**src/rtl/apb_controller_fsm.sv**
```systemverilog
// APB master sequencer of the AHB-to-APB bridge: turns each accepted AHB
// transfer into an APB SETUP/ACCESS pair and stalls the AHB master meanwhile.
module apb_controller_fsm #(
    parameter int unsigned ADDR_W = 32,
    parameter int unsigned DATA_W = 32,
    parameter int unsigned SEL_W  = 3
) (
    input  logic              Hclk,
    input  logic              Hresetn,
    input  logic              valid,
    input  logic [ADDR_W-1:0] Haddr,
    input  logic              Hwrite,
    input  logic [SEL_W-1:0]  tempselx,
    input  logic [DATA_W-1:0] Hwdata,
    input  logic [DATA_W-1:0] Prdata,
    output logic [SEL_W-1:0]  Pselx,
    output logic              Penable,
    output logic              Pwrite,
    output logic [ADDR_W-1:0] Paddr,
    output logic [DATA_W-1:0] Pwdata,
    output logic              Hreadyout,
    output logic [DATA_W-1:0] Hrdata,
    output logic [1:0]        Hresp
);

    typedef enum logic [2:0] {
        ST_IDLE    = 3'd0,
        ST_READ    = 3'd1,
        ST_RENABLE = 3'd2,
        ST_WWAIT   = 3'd3,
        ST_WRITE   = 3'd4,
        ST_WENABLE = 3'd5
    } state_t;

    state_t              r_state;
    state_t              w_next_state;

    logic [ADDR_W-1:0]   r_addr_q;
    logic [SEL_W-1:0]    r_sel_q;
    logic [SEL_W-1:0]    r_pselx;
    logic                r_penable;
    logic                r_pwrite;
    logic [ADDR_W-1:0]   r_paddr;
    logic [DATA_W-1:0]   r_pwdata;
    logic                r_hreadyout;

    logic [ADDR_W-1:0]   w_addr_q;
    logic [SEL_W-1:0]    w_sel_q;
    logic [SEL_W-1:0]    w_pselx;
    logic                w_penable;
    logic                w_pwrite;
    logic [ADDR_W-1:0]   w_paddr;
    logic [DATA_W-1:0]   w_pwdata;
    logic                w_hreadyout;

    // Next state, then the output values to be held in that next state.
    always_comb begin
        w_next_state = r_state;
        w_addr_q     = r_addr_q;
        w_sel_q      = r_sel_q;
        w_pselx      = r_pselx;
        w_penable    = r_penable;
        w_pwrite     = r_pwrite;
        w_paddr      = r_paddr;
        w_pwdata     = r_pwdata;
        w_hreadyout  = r_hreadyout;

        case (r_state)
            ST_IDLE, ST_RENABLE, ST_WENABLE: begin
                if (valid) begin
                    w_addr_q     = Haddr;
                    w_sel_q      = tempselx;
                    w_next_state = Hwrite ? ST_WWAIT : ST_READ;
                end else begin
                    w_next_state = ST_IDLE;
                end
            end
            ST_READ:  w_next_state = ST_RENABLE;
            ST_WWAIT: begin
                w_pwdata     = Hwdata;
                w_next_state = ST_WRITE;
            end
            ST_WRITE: w_next_state = ST_WENABLE;
            default: begin
                // Illegal encoding: fall back to IDLE with reset output values.
                w_next_state = ST_IDLE;
                w_pwrite     = 1'b0;
                w_paddr      = '0;
                w_pwdata     = '0;
            end
        endcase

        case (w_next_state)
            ST_READ: begin
                w_pselx     = w_sel_q;
                w_paddr     = w_addr_q;
                w_pwrite    = 1'b0;
                w_penable   = 1'b0;
                w_hreadyout = 1'b0;
            end
            ST_WRITE: begin
                w_pselx     = w_sel_q;
                w_paddr     = w_addr_q;
                w_pwrite    = 1'b1;
                w_penable   = 1'b0;
                w_hreadyout = 1'b0;
            end
            ST_RENABLE, ST_WENABLE: begin
                w_penable   = 1'b1;
                w_hreadyout = 1'b1;
            end
            ST_WWAIT: begin
                w_pselx     = '0;
                w_penable   = 1'b0;
                w_hreadyout = 1'b0;
            end
            default: begin
                w_pselx     = '0;
                w_penable   = 1'b0;
                w_hreadyout = 1'b1;
            end
        endcase
    end

    // State and registered APB/AHB outputs, synchronous active-low reset.
    always_ff @(posedge Hclk) begin
        if (!Hresetn) begin
            r_state     <= ST_IDLE;
            r_addr_q    <= '0;
            r_sel_q     <= '0;
            r_pselx     <= '0;
            r_penable   <= 1'b0;
            r_pwrite    <= 1'b0;
            r_paddr     <= '0;
            r_pwdata    <= '0;
            r_hreadyout <= 1'b1;
        end else begin
            r_state     <= w_next_state;
            r_addr_q    <= w_addr_q;
            r_sel_q     <= w_sel_q;
            r_pselx     <= w_pselx;
            r_penable   <= w_penable;
            r_pwrite    <= w_pwrite;
            r_paddr     <= w_paddr;
            r_pwdata    <= w_pwdata;
            r_hreadyout <= w_hreadyout;
        end
    end

    assign Pselx     = r_pselx;
    assign Penable   = r_penable;
    assign Pwrite    = r_pwrite;
    assign Paddr     = r_paddr;
    assign Pwdata    = r_pwdata;
    assign Hreadyout = r_hreadyout;
    assign Hrdata    = (r_state == ST_RENABLE) ? Prdata : '0;
    assign Hresp     = 2'b00;

endmodule

```
**config.mk**
```make
export PLATFORM = sky130hd
export DESIGN_NAME = apb_controller_fsm
export DESIGN_NICKNAME = d
export VERILOG_FILES = /design/src/rtl/apb_controller_fsm.sv
export SDC_FILE = /design/constraint.sdc
export NUM_CORES = 1
export LEC_CHECK = 0
export ABC_AREA = 0
export BUFFER_PORTS_ARGS = -buffer_cell sky130_fd_sc_hd__buf_2
export CAP_MARGIN = 40
export CORE_MARGIN = 5
export CORE_UTILIZATION = 40
export CTS_CLUSTER_SIZE = 40
export DETAILED_ROUTE_END_ITERATION = 12
export PLACE_DENSITY = 0.69
export SYNTH_ARGS = -nofsm -noshare
export SYNTH_HDL_FRONTEND = slang
export SYNTH_SLANG_ARGS = --single-unit
```
**constraint.sdc**
```tcl
create_clock -name Hclk -period 3.6 [get_ports Hclk]
set_clock_uncertainty 0.1 [all_clocks]
set_input_delay 0.72 -clock Hclk [delete_from_list [all_inputs] [get_ports Hclk]]
set_output_delay 0.72 -clock Hclk [all_outputs]
set_load 0.02 [all_outputs]
```
# Word-level counts from Yosys, hierarchy flattened
# Cells that the tools add are included.
# Widths: inputs -> output; s select.
[word_totals] regBits=108 latchBits=0 mem_bits_rw=0 romBits=0 out_inout_bits=104 mem_count=0
[op_classes] n_addsub=0 multipliers=0 div=0 magnitude_cmp=0 eq_ne=12 n_shift=0 muxes=16 bitwise=0 reduce_logical=7
[op_table] op="$mux 32" n=5
[op_table] op="$pmux 32 s2" n=1
[op_table] op="$eq 3x2->1 const B" n=4
[op_table] op="$eq 3x3->1 const B" n=4
[op_table] op="$pmux 3 s4" n=1
[op_table] op="$eq 3x1->1 const B" n=2
[op_table] op="$mux 3" n=2
[op_table] op="$pmux 3 s2" n=1
[op_table] op="$reduce_or 3->1" n=2
[op_table] op="$reduce_or 6->1" n=1
[op_table] op="$reduce_or 5->1" n=1
[op_table] op="$mux 2" n=2
[op_table] op="$reduce_or 2->1" n=2
[op_table] op="$logic_not 3->1" n=1
[op_table] op="$mux 1" n=3
[op_table] op="$ne 3x1->1 const B" n=1
[op_table] op="$ne 2x2->1 const B" n=1
[op_table] op="$pmux 1 s2" n=1

# Logic depth before layout (Yosys ltp)
# Gate-level depths: netlist of the first run.
[depth] ltp_word=6 ltp_mapped=7 ltp_nobuf=4

# Worst setup path after synthesis of the first run
# Ideal clock, no wire load.
[synth_path] path_type="register to output" from="register r_state[2]" to="output port Hrdata[10]" t_arrival_ns=1.296 t_required_ns=2.780 setup_slack_ns=1.484 stages_incl_launch_ff=5 path_cell_list="dfxtp_1 > buf_2 > nor3b_1 > clkbuf_1 > and2_1"
[synth_between] elab_chain_len=2
[synth_rtl] element="start, declared" line_no="35" text="state_t r_state;"
[synth_rtl] element="start signal, assigned" line_no="138" text="r_state <= w_next_state;"
[synth_rtl] element="$eq 3x2->1" line_no="156" text="assign Hrdata = (r_state == ST_RENABLE) ? Prdata : '0;"
[synth_rtl] element="$mux 32" line_no="156"
[synth_rtl] element="end, declared" line_no="22" text="output logic [DATA_W-1:0] Hrdata,"
# No other way between the ends.

# Worst setup path after layout of the first run
[layout_path] from="register r_state[1]" to="output port Hrdata[31]"
# Same word-level chain as after synthesis.

==> results of run 1 <==
-- cells by family after synthesis --
family	share of synthesized area [%]
XOR/XNOR	0.167
buffers and inverters	7.15
flip-flops	41.2
AO/OA/AOI/OAI	23.5
other	0.0714
AND/OR/NAND/NOR	21.3
multiplexers	6.67
-- area by class of cell --
cell class	count	area, sq um	area share (%)
tap	172	215	3.26
multi-input combinational	378	2730	41.3
clock inverter	7	146	2.22
inverter	2	7.51	0.114
sequential	108	2160	32.8
timing repair buffer	215	1120	16.9
clock buffer	9	225	3.41
-- metal layers --
metal / vias to the layer above / track usage [%] / part of all wire [%]
met5: - / 0 / 0
met2: 178 / 32.5 / 48
met1: 2233 / 21.7 / 43
met3: 12 / 5.75 / 7.4
met4: 0 / 6.25 / 1.6
li1: 2270 / - / -
-- stage by stage --
stage	hold WS (ns)	total power [mW]	setup WS, ns	instance area, sq um
after floorplan	0.469	1.77	1.48	5260
after global placement	0.354	1.90	0.959	6200
final	0.378	3.11	1.09	6600
after global routing	0.400	3.24	0.959	6600
after CTS	0.383	3.15	1.07	6600
after detailed placement	0.359	1.92	1.15	6230
-- how the worst max path moves through the flow --
stage | end | from | cells after the start | slack [ns]
final | Hrdata[31] | r_state[1]$_SDFF_PN0_ | 4 | 1.09
after global routing | Hrdata[31] | r_state[1]$_SDFF_PN0_ | 4 | 0.96
after CTS | Hrdata[31] | r_state[1]$_SDFF_PN0_ | 4 | 1.07
after detailed placement | Pwdata[29]$_SDFFE_PN0N_ | r_state[0]$_SDFF_PN0_ | 5 | 1.15
after global placement | Pselx[0]$_SDFFE_PN0N_ | r_state[0]$_SDFF_PN0_ | 5 | 0.96
after floorplan | Hrdata[10] | r_state[2]$_SDFF_PN0_ | 4 | 1.48
-- layout by cell type (no fill, tap or decap), types with 2 or more instances in the layout --
master	synthesis	routed
sky130_fd_sc_hd__buf_2	14	204
sky130_fd_sc_hd__and2_1	69	69
sky130_fd_sc_hd__buf_4	6	9
sky130_fd_sc_hd__buf_8	0	2
sky130_fd_sc_hd__nor2_1	40	39
sky130_fd_sc_hd__inv_6	0	2
sky130_fd_sc_hd__o22ai_1	35	35
sky130_fd_sc_hd__a22o_1	35	35
sky130_fd_sc_hd__nor2b_1	34	34
sky130_fd_sc_hd__nand2_1	3	3
sky130_fd_sc_hd__a211oi_1	6	6
sky130_fd_sc_hd__inv_1	2	2
sky130_fd_sc_hd__bufinv_16	0	4
sky130_fd_sc_hd__clkbuf_16	0	9
sky130_fd_sc_hd__a211oi_2	29	29
sky130_fd_sc_hd__o21ai_0	2	2
sky130_fd_sc_hd__dfxtp_1	108	107
sky130_fd_sc_hd__nand2b_1	35	35
sky130_fd_sc_hd__a22oi_1	32	32
sky130_fd_sc_hd__a21oi_1	5	5
sky130_fd_sc_hd__mux2i_1	35	35
sky130_fd_sc_hd__conb_1	1	2
-- report_power, final --
group | switching [mW] | total (mW) | internal (mW)
sequential | 0.0517 | 1.32 | 1.27
combinational | 0.324 | 0.572 | 0.248
clock | 0.461 | 1.22 | 0.756
total | 0.837 | 3.11 | 2.27
-- registers in the layout, indices dropped and copies added, names as in the netlist --
| register | count |
|---|---|
| Penable | 1 |
| r_sel_q | 3 |
| Paddr | 32 |
| Pwdata | 32 |
| r_state | 3 |
| Hreadyout | 1 |
| r_addr_q | 32 |
| Pselx | 3 |
| Pwrite | 1 |
-- critical path, cell delays in order, from the launching register on --
cell and delay (ns):
sky130_fd_sc_hd__dfxtp_1 0.51, sky130_fd_sc_hd__nor3b_2 0.23, sky130_fd_sc_hd__buf_4 0.26, sky130_fd_sc_hd__and2_1 0.17, sky130_fd_sc_hd__buf_2 0.16
==> results.md, run 1 <==
Yosys:
- The unique cell type count in the Yosys netlist is 37.
- The library cell with the highest instance count after synthesis is sky130_fd_sc_hd__dfxtp_1.
- Yosys printed 0 warnings.
- After synthesis, flip-flops and latches occupy between 40% and 50% of the total area.
- The most used flip-flop cell after synthesis is sky130_fd_sc_hd__dfxtp_1.
- Counting flops with an async set or reset pin after synthesis yields a share of 0%.
- In this run the mean area of a mapped cell was ~9.7 sq um.
- The fraction of synthesized cell area taken by the top area cell type is 41.2%.
- The total of flip-flops plus latches after synthesis is roughly 110.
- Summing every instance area after synthesis gives about 0.0053 sq mm.
- Counting flops with a built-in enable in the synthesized netlist gives 0.
- In the post-synthesis netlist, the biggest area contributors are sky130_fd_sc_hd__dfxtp_1 41%, sky130_fd_sc_hd__and2_1 8.2%, sky130_fd_sc_hd__a211oi_2 6.9%.
- The commonest cells after synthesis are 108 x sky130_fd_sc_hd__dfxtp_1, 69 x sky130_fd_sc_hd__and2_1, 40 x sky130_fd_sc_hd__nor2_1.
- Synthesis produced approximately 540 cells.
- The post-synthesis cell type with the largest combined area is sky130_fd_sc_hd__dfxtp_1.

Clock network:
- The number of gates resized after CTS is 0.
- Clock tree synthesis selected as its root buffer the cell sky130_fd_sc_hd__clkbuf_16.
- The insertion delay of the later-clocked pin in the worst-skew pair is ~0.35 ns.
- The number of clock buffers added by TritonCTS is 9.
- The number of hold buffers added after CTS is 0.
- The clock sink total is approximately 110.
- The maximum level of the CTS H-tree is 3.
- The buffer count from post-CTS setup fixing is 0.
- TritonCTS built the clock tree.
- Clock-pin slew was measured on the worst setup and hold paths at around 0.07 ns.
- The number of buffers on the longest clock path is 2.

Die:
- The horizontal die dimension is between 100 and 150 microns.
- The initial core utilization is between 40% and 50%.
- The initialized floorplan defines just over 40 standard-cell rows.
- 207 I/O pins were placed.
- The height of the chip is about 120 microns.
- The die covers 0.0155 sq mm.
- The core region is between 0.01 and 0.015 sq mm.

Placed design:
- The last weighted congestion value of the routability-driven placer is around 0.74.
- The HPWL after detailed placement is roughly 10000 microns.
- Input and output buffers added on the ports amount to ~200.
- Including well taps, the total number of placed cells is 875.

Setup path:
- The category of the worst setup path launch point is a register.
- In this run the critical register-to-register path is launched from r_state[0]$_SDFF_PN0_.
- At the worst endpoint, the arrival time is ~1.7 ns.
- The critical path is of the reg2out type.
- For the worst flop-to-flop path, the logic depth is 5.
- The highest fanout seen on the critical path is 32.
- Across all register-to-register paths, the minimum setup slack is between 1 and 1.5 ns.
- At the worst endpoint, the required time is between 2 and 3 ns.
- STA classifies the critical path endpoint as an output port.
- The reg-to-reg endpoint is Pwdata[29]$_SDFFE_PN0N_.

Final layout:
- After the last flow step, the layout net total stands at approximately 820.
- The antenna diode count is 0.
- Cells fill roughly 52% of the core in the end.
- The filler cells instantiated in the layout total 1194.
- The layout overhead on the synthesized area is 25.7%.
- The finished layout holds between 800 and 900 standard cells, fillers aside.
- The share of post-route cells with drive strength above 1 is between 30% and 40%.

STA:
- The sum of negative setup slack is 0 ns.
- The final critical-path required period is ~2.5 ns.
- Setup repair after global routing left no endpoint under its margin.
- Headroom to the max-slew limit came out at roughly 46%.
- The achievable clock frequency is approximately 400 MHz.
- The final-report max-slew violation count is 0.
- After layout, the worst path uses ~70% of the clock period.
- The final setup violation count is 0.
- The final hold violation count was 0.
- The transition time at the pin with the least slew margin is roughly 0.8 ns.

Global route:
- The number of antenna violations at the first check in global routing was 0.
- The first global-routing pass estimated 24000 microns of wire.
- The aggregate global-route resource usage is between 10% and 20%.
- The via count of the first global-routing pass is roughly 4900.
- The sum of overflow across all layers after global routing is 0.
- Entering global routing, the biggest net connects about 60 pins.

Detailed routing:
- The initial DRC count is ~240.
- In the routed design, unresolved DRC markers number 0.
- After detailed routing, the total wire length is roughly 15000 microns.
- The detailed-route via count is approximately 4700.
- The average vias per placed instance is around 5.3.
- The number of detailed-route iterations in the first pass is 5.
- Once detail routing completed, the nets flagged for antenna violations numbered 0.
- The average detailed-routed wire length per instance is between 15 and 20 microns.

Worst hold path:
- The worst hold path terminates at Paddr[27]$_SDFFE_PN0P_.
- In this run the most critical hold path is launched from Paddr[27]$_SDFFE_PN0P_.
- The worst min-delay path class is reg2reg.
- Along the worst hold path, the cell count comes to 1.

Job:
- The max-cap check violation count is 0.

Pwr:
- Dividing total power by cell area gives a power density of roughly 470 mW/mm^2.
- The worst ir drop on vdd is 0.000292 V.
- In this run the static leakage power is just under 3 nW.

Outcome:
- The run finished with clean final reports.
Power figures use the tool's default switching activity.
==> run 2, diff against run 1 <==
Settings changed: ABC_AREA 0 to 1, PLACE_DENSITY 0.69 to 0.72.
Clock period 3.6 ns to 2.5 ns, I/O delays scaled along.
==> results.md, run 2 <==
Placed design:
- The last weighted congestion value of the routability-driven placer is 0.948 (+28%).
- The HPWL after detailed placement is 9340 microns (-6.5%).
- The placed cell count is 856 (-2.2%).
- The count of input and output buffers is 204 (unchanged).
- The cell area after placement is 0.00524 sq mm (-16%).

Yosys:
- The post-synth design cell area is 0.00419 sq mm (-20%).
- The mean instance size in the synthesized netlist is 7.60 sq um (-22%).
- The library cell with the highest instance count after synthesis is sky130_fd_sc_hd__dfxtp_1.
- The cell count after synthesis is 551 (+1.8%).
- The number of flops mapped to enable cells by yosys is 0 (unchanged).
- The total of flip-flops plus latches after synthesis is 108 (unchanged).
- The warning count from the yosys run is 0 (unchanged).
- After synthesis, the cell types taking the most area are sky130_fd_sc_hd__dfxtp_1 52%, sky130_fd_sc_hd__nand3_1 10%, sky130_fd_sc_hd__nor2_1 8.2%.
- The register area share after synthesis is 51.6% (+10 points).
- The unique cell type count in the Yosys netlist is 22 (-41%).
- The post-synthesis cell type with the largest combined area is sky130_fd_sc_hd__dfxtp_1.
- The flip-flop cell with the highest count after synthesis is sky130_fd_sc_hd__dfxtp_1.
- The commonest cells after synthesis are 108 x sky130_fd_sc_hd__dfxtp_1, 92 x sky130_fd_sc_hd__nor2_1, 84 x sky130_fd_sc_hd__nand3_1.
- The proportion of register bits with asynchronous set or reset after synthesis is 0% (unchanged).
- The fraction of synthesized cell area taken by the top area cell type was 51.6% (+10 points).

Die:
- The full die area is 0.0126 sq mm (-19%).
- The initial core utilization is 40.8% (-0.53 points).
- The floorplan core area is 0.0103 sq mm (-19%).
- The height of the chip is 112 microns (-9.8%).
- The I/O pin count is 207 (unchanged).
- The horizontal die dimension is 112 microns (-9.8%).
- The total number of placement rows was 37 (-9.8%).

Clock network:
- The number of CTS-inserted buffers came to 9 (unchanged).
- The buffer count from post-CTS setup fixing came to 0 (unchanged).
- The number of hold buffers added after CTS was 0 (unchanged).
- The number of buffers on the longest clock path is 2 (unchanged).
- The number of gates resized after CTS was 0 (unchanged).
- The clock sink total came to 108 (unchanged).
- The clock edge transition at the registers on the reported setup and hold paths is 0.10 ns (+0.03 ns).
- The maximum level of the CTS H-tree is 3 (unchanged).
- The insertion delay of the later-clocked pin in the worst-skew pair is 0.35 ns (about the same).
- The root cell of the clock tree is sky130_fd_sc_hd__clkbuf_8.
- The TritonCTS clock tree is yes.

Final layout:
- The share of post-route cells with drive strength above 1 is 33.4% (-3.4 points).
- The final design instance area without fill came to 0.00542 sq mm (-18%).
- The antenna diode count was 0 (unchanged).
- Leaving out fill and tap cells, the most frequent cell in the layout is sky130_fd_sc_hd__buf_2.
- The post-route non-filler standard cell count is 872 (-2.1%).
- The number of nets in the final layout is 834 (+2.1%).
- The library cells used most frequently in the layout, excluding fill and tap cells, are 204 x sky130_fd_sc_hd__buf_2, 108 x sky130_fd_sc_hd__dfxtp_1, 92 x sky130_fd_sc_hd__nor2_1.
- The final core area utilization is 52.8% (+0.87 points).
- The layout overhead on the synthesized area is 29.5%.

Setup path:
- The critical path in this run is classified as reg2out.
- STA classifies the critical path startpoint as a register.
- The data required time at the worst endpoint is 1.90 ns (-0.88 ns).
- The element type at the critical path end is an output port.
- The data arrival at the endpoint of the critical path is 1.64 ns (-0.05 ns).
- The worst register-to-register path begins at r_state[1]$_SDFF_PN0_.
- The critical path starts at r_state[1]$_SDFF_PN0_.
- The highest fanout seen on the critical path is 32 (unchanged).
- The register-to-register path setup slack is 0.47 ns (-0.68 ns).

Pwr:
- The worst ir drop on vdd is 0.000337 V (+16%).
- The power per standard cell area is 649 mW/mm^2 (+38%).
- The leakage power figure came to 2.75 nW (-5.4%).

STA:
- For this run, the top clock speed supported by timing is 447 MHz.
- Of the available clock period, the critical path in the final layout requires 89.4%.
- The final hold violation count is 0 (unchanged).
- The headroom to the max-slew limit is 61.0% (+15 points).
- The transition time at the pin with the least slew margin is 0.584 ns (-0.219 ns).
- The final setup violation count is 0 (unchanged).
- The sum of negative setup slack is 0 ns (unchanged).
- The final critical-path required period is between 2 and 2.5 ns.
- Setup repair after global routing left no endpoint under its margin.
- The final-report max-slew violation count is 0 (unchanged).

Detailed routing:
- The number of detailed-route iterations in the first pass came to 5 (unchanged).
- The total wirelength of the detailed-routed design is 12900 microns (-13%).
- The total DRC errors in the routed layout is 0 (unchanged).
- The antenna violation net count after detailed routing is 0 (unchanged).
- The initial DRC count came to 272 (+12%).
- The detailed-route via count is 4316 (-8.0%).
- The average detailed-routed wire length per instance is 14.8 microns (-11%).
- The average vias per placed instance came to 4.95 (-6.0%).

Global route:
- The pin count of the biggest net entering global routing is 44 (-25%).
- The first-pass GRT wire length is 20300 microns (-16%).
- The number of antenna violations at the first check in global routing was 0 (unchanged).
- The sum of overflow across all layers after global routing came to 0 (unchanged).
- The via count of the first global-routing pass was 4147 (-15%).
- The aggregate global-route resource usage is 19.5% (+0.81 points).

Job:
- The max-cap check violation count is 0 (unchanged).

Worst hold path:
- In this run the most critical hold path is launched from Haddr[29].
- The worst min-delay path class is in2reg.

Outcome:
- The run finished with clean final reports.
run 2: final timing paths:
kind,to,cells past startpoint
max,Hrdata[15],4
min reg2reg,Pselx[2]$_SDFFE_PN0N_,2
min,r_addr_q[29]$_SDFF_PN0_,3
max reg2reg,Paddr[10]$_SDFFE_PN0P_,10
run 2: logic make-up (layout without fill, tap and decap cells):
group | after synthesis | in the layout | share of synthesized area, %
other cells | 1 | 2 | 0.0895
flops | 108 | 108 | 51.6
buf+inv | 84 | 268 | 9.05
simple gates | 269 | 269 | 28.4
compound gates | 89 | 89 | 10.8
run 2: cell type report:
type | count | area [sq um]
sequential | 108 | 2160
tap | 136 | 170
clock inverter | 4 | 48.8
inverter | 39 | 151
clock buffer | 12 | 135
multi-input combinational | 360 | 1650
fill | 1010 | 4850
timing repair buffer | 213 | 1100
run 2: where the power goes:
part,switching (mW),internal (mW)
clock network,0.567,0.467
registers,0.0498,1.83
logic,0.401,0.203
run 2: worst max-delay path, stage by stage, from the launching register on:
cell and delay, ns:
sky130_fd_sc_hd__dfxtp_1 0.54, sky130_fd_sc_hd__nand3_1 0.13, sky130_fd_sc_hd__buf_4 0.24, sky130_fd_sc_hd__nor2_1 0.17
sky130_fd_sc_hd__buf_2 0.19
run 2: per-layer routing:
layer,global-route usage (%),up-vias,routed length [microns]
met5,0,-,0
li1,-,2149,-
met1,22.7,1978,5190
met4,7.37,0,199
met2,34.9,173,6540
met3,4.04,16,1000
run 2: per-stage QoR:
step           power [mW]  hold slack [ns]  setup WS (ns)
2_1_floorplan        2.30            0.350          0.816
3_3_place_gp         2.51            0.347          0.573
3_5_place_dp         2.53            0.344          0.490
4_1_cts              3.55            0.282          0.230
5_1_grt              3.69            0.288          0.131
6_report             3.52            0.305          0.264
